## src/rtl/piso_tx.sv

```systemverilog
// -----------------------------------------------------------------------------
// piso_tx -- parallel-in / serial-out transmitter
//
// A word is taken on an in_valid/in_ready handshake. It is then sent one bit
// per cycle on sd, with sen marking every cycle that carries a valid bit. The
// serial pair is meant to drive a downstream SIPO (sd -> D, sen -> shift
// enable). done pulses for one cycle when the block returns to idle.
//
// Parameters
//   WIDTH      word width in bits (2..32)
//   MSB_FIRST  1 = send in_data[WIDTH-1] first, 0 = send in_data[0] first
//
// Ports
//   clk       in   single clock, rising edge
//   reset     in   synchronous, active-low
//   in_valid  in   parallel word offered
//   in_data   in   parallel word (WIDTH bits)
//   in_ready  out  block is idle and accepts a word this cycle
//   stall     in   freeze shifting while high
//   sd        out  serial data
//   sen       out  serial shift enable, high only with a valid bit on sd
//   busy      out  word in flight (complement of in_ready)
//   done      out  one-cycle pulse after the final bit of a word
//
// Optional feature
//   PISO_PARITY_EN  when defined, an even-parity bit follows the data bits
// -----------------------------------------------------------------------------
module piso_tx #(
  parameter int WIDTH     = 8,
  parameter bit MSB_FIRST = 1'b1
) (
  input  logic             clk,
  input  logic             reset,
  input  logic             in_valid,
  input  logic [WIDTH-1:0] in_data,
  output logic             in_ready,
  input  logic             stall,
  output logic             sd,
  output logic             sen,
  output logic             busy,
  output logic             done
);

  localparam int CW = $clog2(WIDTH);

  localparam logic [1:0] S_IDLE   = 2'd0;
  localparam logic [1:0] S_SHIFT  = 2'd1;
`ifdef PISO_PARITY_EN
  localparam logic [1:0] S_PARITY = 2'd2;
`endif

  logic [1:0]       state_q, state_d;
  logic [CW-1:0]    cnt_q, cnt_d;
  logic [WIDTH-1:0] sh_q, sh_d;
  logic             sd_q, sd_d;
  logic             sen_q, sen_d;
  logic             done_q, done_d;
  logic             ready_q, ready_d;
  logic             busy_q, busy_d;
`ifdef PISO_PARITY_EN
  logic             par_q, par_d;
`endif

  // Bit that goes out next from a word held in the shift register.
  function automatic logic head(input logic [WIDTH-1:0] w);
    return MSB_FIRST ? w[WIDTH-1] : w[0];
  endfunction

  // Word after removing the head bit; vacated positions fill with zero so the
  // register is empty once the frame has been sent.
  function automatic logic [WIDTH-1:0] advance(input logic [WIDTH-1:0] w);
    return MSB_FIRST ? {w[WIDTH-2:0], 1'b0} : {1'b0, w[WIDTH-1:1]};
  endfunction

  // cnt_q is the index (counting down) of the bit currently shown on sd.
  // The first bit is placed on sd by the load edge itself, so a SHIFT edge
  // with cnt_q == 0 means the last data bit has already been on the line for
  // one cycle and the frame can close (or move on to the parity bit).
  always_comb begin
    state_d = state_q;
    cnt_d   = cnt_q;
    sh_d    = sh_q;
    sd_d    = sd_q;
    sen_d   = 1'b0;
    done_d  = 1'b0;
    ready_d = ready_q;
`ifdef PISO_PARITY_EN
    par_d   = par_q;
`endif
    case (state_q)
      S_IDLE: begin
        if (in_valid) begin
          sd_d    = head(in_data);
          sen_d   = 1'b1;
          sh_d    = advance(in_data);
          cnt_d   = CW'(WIDTH - 1);
          state_d = S_SHIFT;
          ready_d = 1'b0;
`ifdef PISO_PARITY_EN
          par_d   = ^in_data;
`endif
        end
      end
      S_SHIFT: begin
        if (!stall) begin
          if (cnt_q == '0) begin
`ifdef PISO_PARITY_EN
            state_d = S_PARITY;
            sd_d    = par_q;
            sen_d   = 1'b1;
`else
            state_d = S_IDLE;
            ready_d = 1'b1;
            done_d  = 1'b1;
`endif
          end else begin
            sd_d  = head(sh_q);
            sh_d  = advance(sh_q);
            cnt_d = cnt_q - CW'(1);
            sen_d = 1'b1;
          end
        end
      end
`ifdef PISO_PARITY_EN
      S_PARITY: begin
        if (!stall) begin
          state_d = S_IDLE;
          ready_d = 1'b1;
          done_d  = 1'b1;
        end
      end
`endif
      default: begin
        state_d = S_IDLE;
        ready_d = 1'b1;
      end
    endcase
    busy_d = ~ready_d;
  end

  always_ff @(posedge clk) begin
    if (!reset) begin
      state_q <= S_IDLE;
      cnt_q   <= '0;
      sh_q    <= '0;
      sd_q    <= 1'b0;
      sen_q   <= 1'b0;
      done_q  <= 1'b0;
      ready_q <= 1'b1;
      busy_q  <= 1'b0;
`ifdef PISO_PARITY_EN
      par_q   <= 1'b0;
`endif
    end else begin
      state_q <= state_d;
      cnt_q   <= cnt_d;
      sh_q    <= sh_d;
      sd_q    <= sd_d;
      sen_q   <= sen_d;
      done_q  <= done_d;
      ready_q <= ready_d;
      busy_q  <= busy_d;
`ifdef PISO_PARITY_EN
      par_q   <= par_d;
`endif
    end
  end

  assign in_ready = ready_q;
  assign busy     = busy_q;
  assign sd       = sd_q;
  assign sen      = sen_q;
  assign done     = done_q;

endmodule
```

## config.mk

```make
export PLATFORM = sky130hd
export DESIGN_NAME = piso_tx
export DESIGN_NICKNAME = d
export VERILOG_FILES = /design/src/rtl/piso_tx.sv
export SDC_FILE = /design/constraint.sdc
export NUM_CORES = 1
export LEC_CHECK = 0
export CAP_MARGIN = 20
export CELL_PAD_IN_SITES_DETAIL_PLACEMENT = 0
export CELL_PAD_IN_SITES_GLOBAL_PLACEMENT = 1
export CORE_UTILIZATION = 35
export DETAILED_ROUTE_END_ITERATION = 10
export PLACE_DENSITY = 0.76
export SETUP_SLACK_MARGIN = 0.02
export SYNTH_ARGS = -nofsm -noshare
export SYNTH_HDL_FRONTEND = slang
export SYNTH_SLANG_ARGS = --single-unit
```

## constraint.sdc

```tcl
create_clock -name clk -period 1.7 [get_ports clk]
set_clock_uncertainty 0.15 [all_clocks]
set_input_delay 0.34 -clock clk [delete_from_list [all_inputs] [get_ports clk]]
set_output_delay 0.34 -clock clk [all_outputs]
set_load 0.05 [all_outputs]
```

==> results of run 1 <==
cells in the mapped netlist (all sizes together), types with 2 or more instances:
cell / n
dfxtp: 16
a21oi: 7
mux2i: 7
o31ai: 7
buf: 4
inv: 4
nand2: 3
nor2b: 3
a221oi: 2
and2: 2
ha: 2
nor2: 2
through the flow:
step	TNS, ps	instances	setup WS [ps]	hold WS (ps)	total power, mW
3_3_place_gp	-620	110	-84.3	292	0.659
6_report	0	114	82.9	314	0.892
2_1_floorplan	0	68	131	278	0.577
3_5_place_dp	-725	110	-94.2	304	0.660
5_1_grt	0	114	18.3	346	0.939
4_1_cts	0	114	1.41	316	0.866
power groups by stage:
stage	Combinational, mW	Clock (mW)	Sequential (mW)
3_3_place_gp	0.216	0	0.443
4_1_cts	0.226	0.204	0.436
5_1_grt	0.281	0.217	0.440
2_1_floorplan	0.106	0	0.471
6_report	0.257	0.198	0.436
3_5_place_dp	0.217	0	0.444
what timing repair did:
action	4_1_cts	5_1_grt
setup buffers	1	0
pin swaps	0	2
cloned	0	0
endpoints found under the setup margin	12	10
resized for setup	3	8
hold buffers	0	0
endpoints found under the hold margin	0	0
final cells by class:
type / count / area [um2]
sequential: 16 / 322
multi-input combinational: 43 / 362
inverter: 4 / 15.0
timing repair buffer: 23 / 238
clock buffer: 3 / 22.5
fill: 160 / 793
tap: 25 / 31.3
worst register-to-register path, stage by stage, from the launching register on:
cell and delay (ps):
dfxtp_2 360, inv_2 50, ha_4 160, ha_4 170, nor3b_4 220, buf_4 150, nor2_2 50, a221oi_2 240
how the worst max path moves through the flow:
stage | startpoint | end | slack [ps]
floorplan | cnt_q[0]$_SDFFE_PN0P_ | cnt_q[0]$_SDFFE_PN0P_ | 130
global placement | in_valid | cnt_q[0]$_SDFFE_PN0P_ | -80
detailed placement | in_valid | cnt_q[0]$_SDFFE_PN0P_ | -90
CTS | cnt_q[0]$_SDFFE_PN0P_ | cnt_q[2]$_SDFFE_PN0P_ | 1
global route | cnt_q[1]$_SDFFE_PN0P_ | cnt_q[1]$_SDFFE_PN0P_ | 20
finish | cnt_q[0]$_SDFFE_PN0P_ | cnt_q[1]$_SDFFE_PN0P_ | 80
registers in the layout, indices dropped and copies added, names as in the netlist, named ones only:
register / flops
sh_q: 7
cnt_q: 3
busy: 1
done: 1
sd: 1
sen: 1
state_q: 1
kinds of logic after synthesis:
| group | Yosys count | share of synthesized area (%) |
|---|---|---|
| AO/OA/AOI/OAI | 20 | 19.6 |
| adder cells (fa/ha/maj) | 2 | 3.66 |
| buffers and inverters | 9 | 7.49 |
| flip-flops | 16 | 46.8 |
| multiplexers | 7 | 10.2 |
| AND/OR/NAND/NOR | 14 | 12.2 |
per-layer routing:
metal	routed length, um	up-vias	share of wire, %	global-route usage [%]
li1	-	290	-	-
met1	687	244	50	16.9
met2	634	10	46	22.5
met3	47	2	3.4	4.71
met5	0	-	0	0
met4	15	0	1.1	7.06
==> metrics.md, run 1 <==
| Metric | Value |
|---|---|
| Sw frac | 29.6% |
| RSZ-0062 raised after global routing | no |
| Seq/Total Area, Yosys | 46.8% |
| Post-synth top area share | 46.8% |
| Worst Path Arrival | 1670 ps |
| Final setup violating endpoints | 0 |
| Total core area | 1780 um2 |
| Area leader, netlist | dfxtp_1 |
| WL/cell | 12.1 um |
| Share of cells above drive strength 1 | 27.0% |
| Crit path top cell by count | ha_4 |
| Die Area | 2140 um2 |
| FMAX | 0.618 GHz |
| Mapped cell area | 684 um2 |
| NetSw | 0.264 mW |
| Worst-Margin Slew | 267 ps |
| Slew margin rel. | 82.2% |
| Nets | 105 |
| Commonest non-fill, non-tap cell in the layout | dfxtp_1 |
| Share of synthesized registers carrying an async set or reset | 0% |
| R2R cell count | 7 |
| CP top delay family | flip-flops |
| Reg power frac | 48.9% |
| Post-Syn Instances | 68 |
| CTS Sinks | 16 |
| Die Wd | 46.2 um |
| Overall Global Routing Usage | 14.2% |
| Initial DRC count | 2 |
| Minimum clock period | 1620 ps |
| Skew-Pair Late Insertion Delay | 280 ps |
| Final HPWL DP | 928 um |
| Cell Area, Placed | 910 um2 |
| Slowest CP cell | dfxtp_2 |
| CP Max Fanout | 3 |
| Root buffer cell | clkbuf_4 |
| Hold Crit Start | sh_q[1]$_SDFFE_PN0P_ |
| Logic pwr share | 28.8% |
| Reg-to-Reg End | cnt_q[1]$_SDFFE_PN0P_ |
| Fin crit share | 95.1% |
| CTS clk-pin slew, worst paths | 90 ps |
| Global placement routability congestion | 0.674 |
| Max-cap violations | 0 |
| Post-Synthesis Net Count | 82 |
| Hold EP | sh_q[1]$_SDFFE_PN0P_ |
| Critical Path Start Type | register |
| Fin util | 55.5% |
| Row Count | 15 |
| DRC | 0 |
| Reg-to-reg slack, setup | 80 ps |
| Most frequent cells in the layout | 15 x dfxtp_1, 11 x clkdlybuf4s50_1, 9 x buf_4 |
| H-tree depth | 1 |
| Initial core utilization | 38.4% |
| Top FF cell, synth | dfxtp_1 |
| Stages on worst setup path | 7 |
| Internal power | 0.628 mW |
| Ports | 17 |
| Top post-synthesis cells by area | dfxtp_1 47%, mux2i_1 10%, o31ai_1 7.7% |
| Leak pwr | 0.412 nW |
| Hold Vio Cnt, Final | 0 |
| Via/cell ratio | 4.79 |
| Critical Path, Cell by Cell | inv_2, ha_4, ha_4, nor3b_4, buf_4, nor2_2, a221oi_2 |
| Peak supply drop | 425 uV |
| CTS tree | built |
| Critical path endpoint category | register |
| Synth warn | 0 |
| Flop and latch count out of synthesis | 16 |
| Area grow syn2layout | 44.6% |
| Min-Delay Path Depth | 2 |
| Largest net degree at the start of global routing | 12 |
| CTS Buf Count | 3 |
| Die Y | 46.2 um |
| Cell Pwr Density | 901 nW/um2 |
| Hold WC Path Type | reg2reg |
| First-pass GRT wire length | 2070 um |
| DR pass1 iterations | 4 |
| Buf/Inv on CP | 2 |
| IO buf count | 16 |
| Critical Setup Path Class | reg2reg |
| R2r startpoint | cnt_q[0]$_SDFFE_PN0P_ |
| DR vias | 546 |
| Crit-path max cell delay | 360 ps |
| Antenna Nets Post-Route | 0 |
| Post-synth EDFFs | 0 |
| Aggregate global routing overflow | 0 |
| Status | finished, final reports clean |
| Vias in the first global route | 492 |
| CTS max path bufs | 2 |
| Initial antenna violation count | 0 |
| Worst Path Required | 1750 ps |
| Syn avg cell area | 10.1 um2 |
| Fin. max-slew vios | 0 |
| ANT cells | 0 |
| Final wirelength | 1390 um |
| Clock share of power | 22.3% |
| Netlist cell types | 22 |
| Final instance area | 990 um2 |
No activity file was read; power rests on OpenSTA's default activity.
==> inputs of run 2 (changes only) <==
Settings changed: HOLD_SLACK_MARGIN set to 0.15, MAX_ROUTING_LAYER set to met4, SETUP_SLACK_MARGIN 0.02 to 0.05.
==> run 2 against run 1 <==
Against the previous run: flip-flop and latch count did not move; combinational power rose by 5%; non-clock buffer count increased by 1; hold slack improved by 1.1 ps; critical path type unchanged.
==> metrics.md, run 2 (same netlist as run 1, synthesis figures left out) <==
| Metric | Value |
|---|---|
| ANT cells | 0 (unchanged) |
| DR pass1 iterations | 4 (unchanged) |
| Max-cap violations | 0 (unchanged) |
| Share of cells above drive strength 1 | 31.9% (+4.9 points) |
| Logic pwr share | 29.8% (+1.0 points) |
| Via/cell ratio | 4.87 (+1.7%) |
| DR vias | 565 (+3.5%) |
| Die Wd | 46.2 um (unchanged) |
| CTS Buf Count | 3 (unchanged) |
| Reg power frac | 48.4% (-0.5 points) |
| Largest registers | sh_q: 7 flops, cnt_q: 3 flops |
| Final setup violating endpoints | 0 (unchanged) |
| Slew margin rel. | 83.2% (+1.0 points) |
| Aggregate global routing overflow | 0 (unchanged) |
| Initial DRC count | 4 (+2) |
| Min Hold Slack | 315 ps (+1.05 ps) |
| Overall Global Routing Usage | 14.4% (+0.25 points) |
| Most flops, register | sh_q |
| Sw frac | 29.7% (+0.11 points) |
| Die Y | 46.2 um (unchanged) |
| Critical Setup Path Class | reg2reg |
| FMAX | 0.625 GHz (+1.1%) |
| DRC | 0 (unchanged) |
| RSZ-0062 raised after global routing | no |
| Fin. max-slew vios | 0 (unchanged) |
| Global placement routability congestion | 0.681 (+0.99%) |
| CTS Sinks | 16 (unchanged) |
| Nets | 107 (+1.9%) |
| Internal power | 0.637 mW (+1.4%) |
| Row Count | 15 (unchanged) |
| Worst Path Arrival | 1630 ps (-40 ps) |
| Worst Path Required | 1730 ps (-20 ps) |
| Critical Path Start Type | register |
| Status | finished, final reports clean |
| CTS clk-pin slew, worst paths | 90 ps (about the same) |
| H-tree depth | 1 (unchanged) |
| Clock share of power | 21.8% (-0.5 points) |
| Hold WC Path Type | reg2reg |
| Filler Cells Inserted | 149 (-6.9%) |
| First-pass GRT wire length | 2060 um (-0.68%) |
| CTS tree | built |
| Cell Pwr Density | 879 nW/um2 (-2.5%) |
| Root buffer cell | clkbuf_4 |
| Fin util | 57.8% (+2.3 points) |
| Worst slack, placed | -94.2 ps (unchanged) |
| Worst-Margin Slew | 252 ps (-15.1 ps) |
| Initial core utilization | 38.4% (unchanged) |
| Hold Crit Start | sh_q[1]$_SDFFE_PN0P_ |
| WL/cell | 12.1 um (about the same) |
| Critical path endpoint category | register |
| CP Max Fanout | 8 (+5) |
| CTS max path bufs | 2 (unchanged) |
| Most frequent cells in the layout | 14 x dfxtp_1, 11 x clkdlybuf4s50_1, 8 x buf_4 |
| Area grow syn2layout | 50.6% |
| Die Area | 2140 um2 (unchanged) |
| CTS Hold Bufs | 0 (unchanged) |
| Largest net degree at the start of global routing | 12 (unchanged) |
| IO buf count | 16 (unchanged) |
| Final HPWL DP | 928 um (unchanged) |
| Vias in the first global route | 491 (-0.20%) |
| Commonest non-fill, non-tap cell in the layout | dfxtp_1 |
| Hold Vio Cnt, Final | 0 (unchanged) |
| Ports | 17 (unchanged) |
| Final wirelength | 1410 um (+1.7%) |
| Multi-input gate area | 383 um2 (+5.9%) |
| Post-route setup slack | 100 ps (+17.2 ps) |
| Antenna Nets Post-Route | 0 (unchanged) |
| Peak supply drop | 433 uV (+1.7%) |
| Leak pwr | 0.425 nW (+3.1%) |
| Fin crit share | 94.1% (-1.0 points) |
| Minimum clock period | 1600 ps (-17.2 ps) |
| R2r startpoint | cnt_q[0]$_SDFFE_PN0P_ |
| Setup crit start | cnt_q[0]$_SDFFE_PN0P_ |
| Initial antenna violation count | 0 (unchanged) |
| Sequential cell area | 323 um2 (+0.39%) |
| NetSw | 0.269 mW (+1.9%) |
| Max reg flops | 7 (unchanged) |
| Total core area | 1780 um2 (unchanged) |
| Skew-Pair Late Insertion Delay | 280 ps (about the same) |
-- run 2: power by group through the flow --
stage / Clock [mW] / Combinational (mW) / Sequential [mW]
2_1_floorplan: 0 / 0.106 / 0.471
3_3_place_gp: 0 / 0.216 / 0.443
3_5_place_dp: 0 / 0.217 / 0.444
4_1_cts: 0.204 / 0.231 / 0.436
5_1_grt: 0.217 / 0.294 / 0.443
6_report: 0.197 / 0.270 / 0.438
-- run 2: worst max-delay path: stages, from the launching register on --
cell	delay [ps]
dfxtp_2	360
inv_2	50
ha_4	160
ha_4	160
nor3b_4	200
buf_6	130
buf_8	120
nand2_1	60
o211a_1	110
-- run 2: path summary, 6_finish.rpt --
kind / to / slack [ps] / cells after the start
setup / recovery: cnt_q[0]$_SDFFE_PN0P_ / 100 / 8
hold / removal: sh_q[1]$_SDFFE_PN0P_ / 320 / 2
setup reg to reg: cnt_q[0]$_SDFFE_PN0P_ / 100 / 8
hold reg to reg: sh_q[1]$_SDFFE_PN0P_ / 320 / 2
-- run 2: layout make-up --
| class | count | share of cell area, % |
|---|---|---|
| clock buffer | 3 | 2.18 |
| multi-input combinational | 44 | 37.1 |
| timing repair buffer | 24 | 24.9 |
| inverter | 4 | 1.46 |
| sequential | 16 | 31.3 |
| tap | 25 | 3.03 |
-- run 2: per-layer routing --
| metal | vias to the layer above | global-route usage (%) | part of all wire [%] |
|---|---|---|---|
| li1 | 294 | - | - |
| met3 | 2 | 4.71 | 3.3 |
| met1 | 257 | 17.2 | 51 |
| met2 | 12 | 21.7 | 44 |
| met5 | - | - | 0 |
| met4 | 0 | 7.06 | 1.1 |
-- run 2: repair_timing --
action,CTS,global route
pin swaps,1,2
setup buffers,2,0
gates resized for setup,5,13
cloned,0,1
endpoints found under the setup margin,12,12
-- run 2: stage by stage --
stage	cell area, um2	cells	TNS [ps]	power [mW]
2_1_floorplan	684	68	0	0.577
3_3_place_gp	910	110	-620	0.659
3_5_place_dp	910	110	-725	0.660
4_1_cts	963	115	0	0.871
5_1_grt	1030	116	0	0.955
6_report	1030	116	0	0.906
==> patch: new RTL, config.mk and constraints of run 1 <==
`MSB_FIRST`: 1'b1 -> 1'b0.
--- a/src/rtl/piso_tx.sv
+++ b/src/rtl/piso_tx.sv
@@ -28,5 +28,5 @@
 module piso_tx #(
   parameter int WIDTH     = 8,
-  parameter bit MSB_FIRST = 1'b1
+  parameter bit MSB_FIRST = 1'b0
 ) (
   input  logic             clk,
Behaviour: not the same (a bounded check fails within 4 cycles, from zero or initial values and one cycle with reset low).
==> patch against run 1 <==
  * Die area shrank 0.69%
  * Final cell count grew 6.1%
  * Setup slack lost 0.021 ns
  * Routed wire length grew 10%
  * Fmax shrank 1.3%
  * Final area grew 4.8%
  * Sequential cell count is the same
  * Area after synthesis shrank 0.73%
  * First-iteration DRC count grew to 5.5 times the old value
  * Synthesized cell count is the same
  * Clock power grew 29%
  * Count of clock-buffer cells in the layout grew 1
  * Total power grew 7.9%
  * Critical endpoint is now cnt_q[2]
  * Largest cell class unchanged
  * Largest power group unchanged
  * Highest routed layer unchanged
==> patch: results (changes against run 1) <==
- Fraction of layout cells with a size suffix above 1: 0.2917 (was 0.2697)
- Largest regs: sh_q (7), cnt_q (3) (unchanged)
- Leakage: 0.0004460 uW (was 0.0004117 uW)
- Vias in the first global route: 556 (was 492)
- Reg2reg setup slack: 0.06 ns (was 0.08 ns)
- Reg2reg start: cnt_q[1] (was cnt_q[0])
- Worst-path fanout max: 3 (unchanged)
- Antenna violations before repair: 0 (unchanged)
- Hold Path Class: flip-flop to flip-flop (unchanged)
- Synth cell count leaders: dfxtp_1 (16), a21oi_1 (7), mux2i_1 (7), o31ai_1 (7), inv_1 (4) (unchanged)
- Worst path slowest cell: dfxtp_1 (was dfxtp_2)
- Placed cells: 115 (was 110)
- Via count: 565 (was 546)
- Distinct cells, synth: 22 (unchanged)
- Cells on worst reg2reg path: 8 (was 7)
- Worst-skew pair later-pin latency: 0.29 ns
- Gr usage total: 0.1642 (was 0.1419)
- Wirelength per Cell: 12.61 um (was 12.15 um)
- Async set-reset flop share out of synthesis: 0 (unchanged)
- Largest stage delay on the critical path: 0.33 ns (was 0.36 ns)
- CTS buffer count: 3 (unchanged)
- Worst-Margin Slew: 0.2015 ns (was 0.2672 ns)
- Main synth FF type: dfxtp_1 (unchanged)
- Final hold viol count: 0 (unchanged)
- Post-DP HPWL: 962.9 um (was 927.8 um)
- Largest net degree at the start of global routing: 10 (was 12)
- Ys Warns: 0 (unchanged)
- Worst Hold Path EP: sh_q[6] (was sh_q[1])
- Synth top area cells: dfxtp_1 (47%), mux2i_1 (10%), o31ai_1 (7.7%), a21oi_1 (5.2%), ha_1 (3.7%) (was dfxtp_1 (47%), mux2i_1 (10%), o31ai_1 (7.7%), a21oi_1 (5.1%), ha_1 (3.7%))
- RePlAce Congestion: 0.7349 (was 0.6740)
- # diodes: 0 (unchanged)
- Critical R2R Capture: cnt_q[2] (was cnt_q[1])
- Fin nets: 111 (was 105)
- VDD IR max: 0.0005356 V (was 0.0004254 V)
- Status: complete, no violations (unchanged)
- PortBufs: 16 (unchanged)
- Post-CTS setup buffer count: 1 (unchanged)
- Post-cts sizing count: 2 (was 3)
- Post-Route WL: 1.526 mm (was 1.385 mm)
- Synth Area per Inst: 9.991 um^2 (was 10.06 um^2)
- 1st-iter DRT viols: 11 (was 2)
- Cell family with most CP delay: buffers and inverters (was flip-flops)
- Min-Delay Path Depth: 2 (unchanged)
- Synth Net Count: 82 (unchanged)
- First-pass GRT wire length: 2.366 mm (was 2.070 mm)
- Placed Area: 942.2 um^2 (was 909.6 um^2)
- First drt pass iteration count: 4 (unchanged)
- Hold path start: sh_q[6] (was sh_q[1])
- Clk slew on worst S/H paths: 0.10 ns
- Register area share after synthesis: 0.4715 (was 0.4680)
- Hold slack final: 0.3103 ns (was 0.3143 ns)
- Data arrival time of the worst path: 1.69 ns (was 1.67 ns)
[patch: metrics by stage]
stage / util / setup WS (ns)
after global routing: 0.5879 / -0.005287
after CTS: 0.5652 / 0.02371
final: 0.5879 / 0.06146
after floorplan: - / 0.06220
after detailed placement: 0.5340 / -0.1424
after global placement: 0.5340 / -0.07882
[patch: cells by family after synthesis]
| kind of cell | count (synthesis) | synth area share |
|---|---|---|
| AO/OA/AOI/OAI | 20 | 0.1971 |
| flip-flops | 16 | 0.4715 |
| AND/OR/NAND/NOR | 14 | 0.1160 |
| buffers and inverters | 9 | 0.07549 |
| multiplexers | 7 | 0.1031 |
| adder cells (fa/ha/maj) | 2 | 0.03683 |
[patch: layout make-up]
cell class	instances	area (um^2)
Sequential cell	16	321.6
Inverter	4	15.01
Tap cell	25	31.28
Clock buffer	4	36.28
Fill cell	171	726.9
Multi-Input combinational cell	43	350.3
Timing Repair Buffer	29	282.8
[patch: worst max-delay path by stage]
stage | startpoint | cells after the start | end
finish | cnt_q[1] | 8 | cnt_q[2]
global route | cnt_q[1] | 7 | cnt_q[2]
CTS | cnt_q[0] | 7 | cnt_q[1]
detailed placement | stall | 5 | cnt_q[1]
global placement | in_valid | 5 | cnt_q[0]
floorplan | cnt_q[0] | 7 | cnt_q[0]
[patch: report_power, final]
| group | switching, uW | leakage (uW) | internal [uW] |
|---|---|---|---|
| logic | 128 | 0.000292 | 144 |
| registers | 22.3 | 0.000133 | 413 |
| clock network | 124 | 0.0000210 | 131 |
| total | 275 | 0.000446 | 687 |
[patch: layer usage]
metal  vias up  GRT usage  wire, um
met2        14     0.2423       760
met5         -          0         0
li1        298          -         -
met1       250     0.2000       689
met4         0    0.08824         9
met3         3    0.07059        67
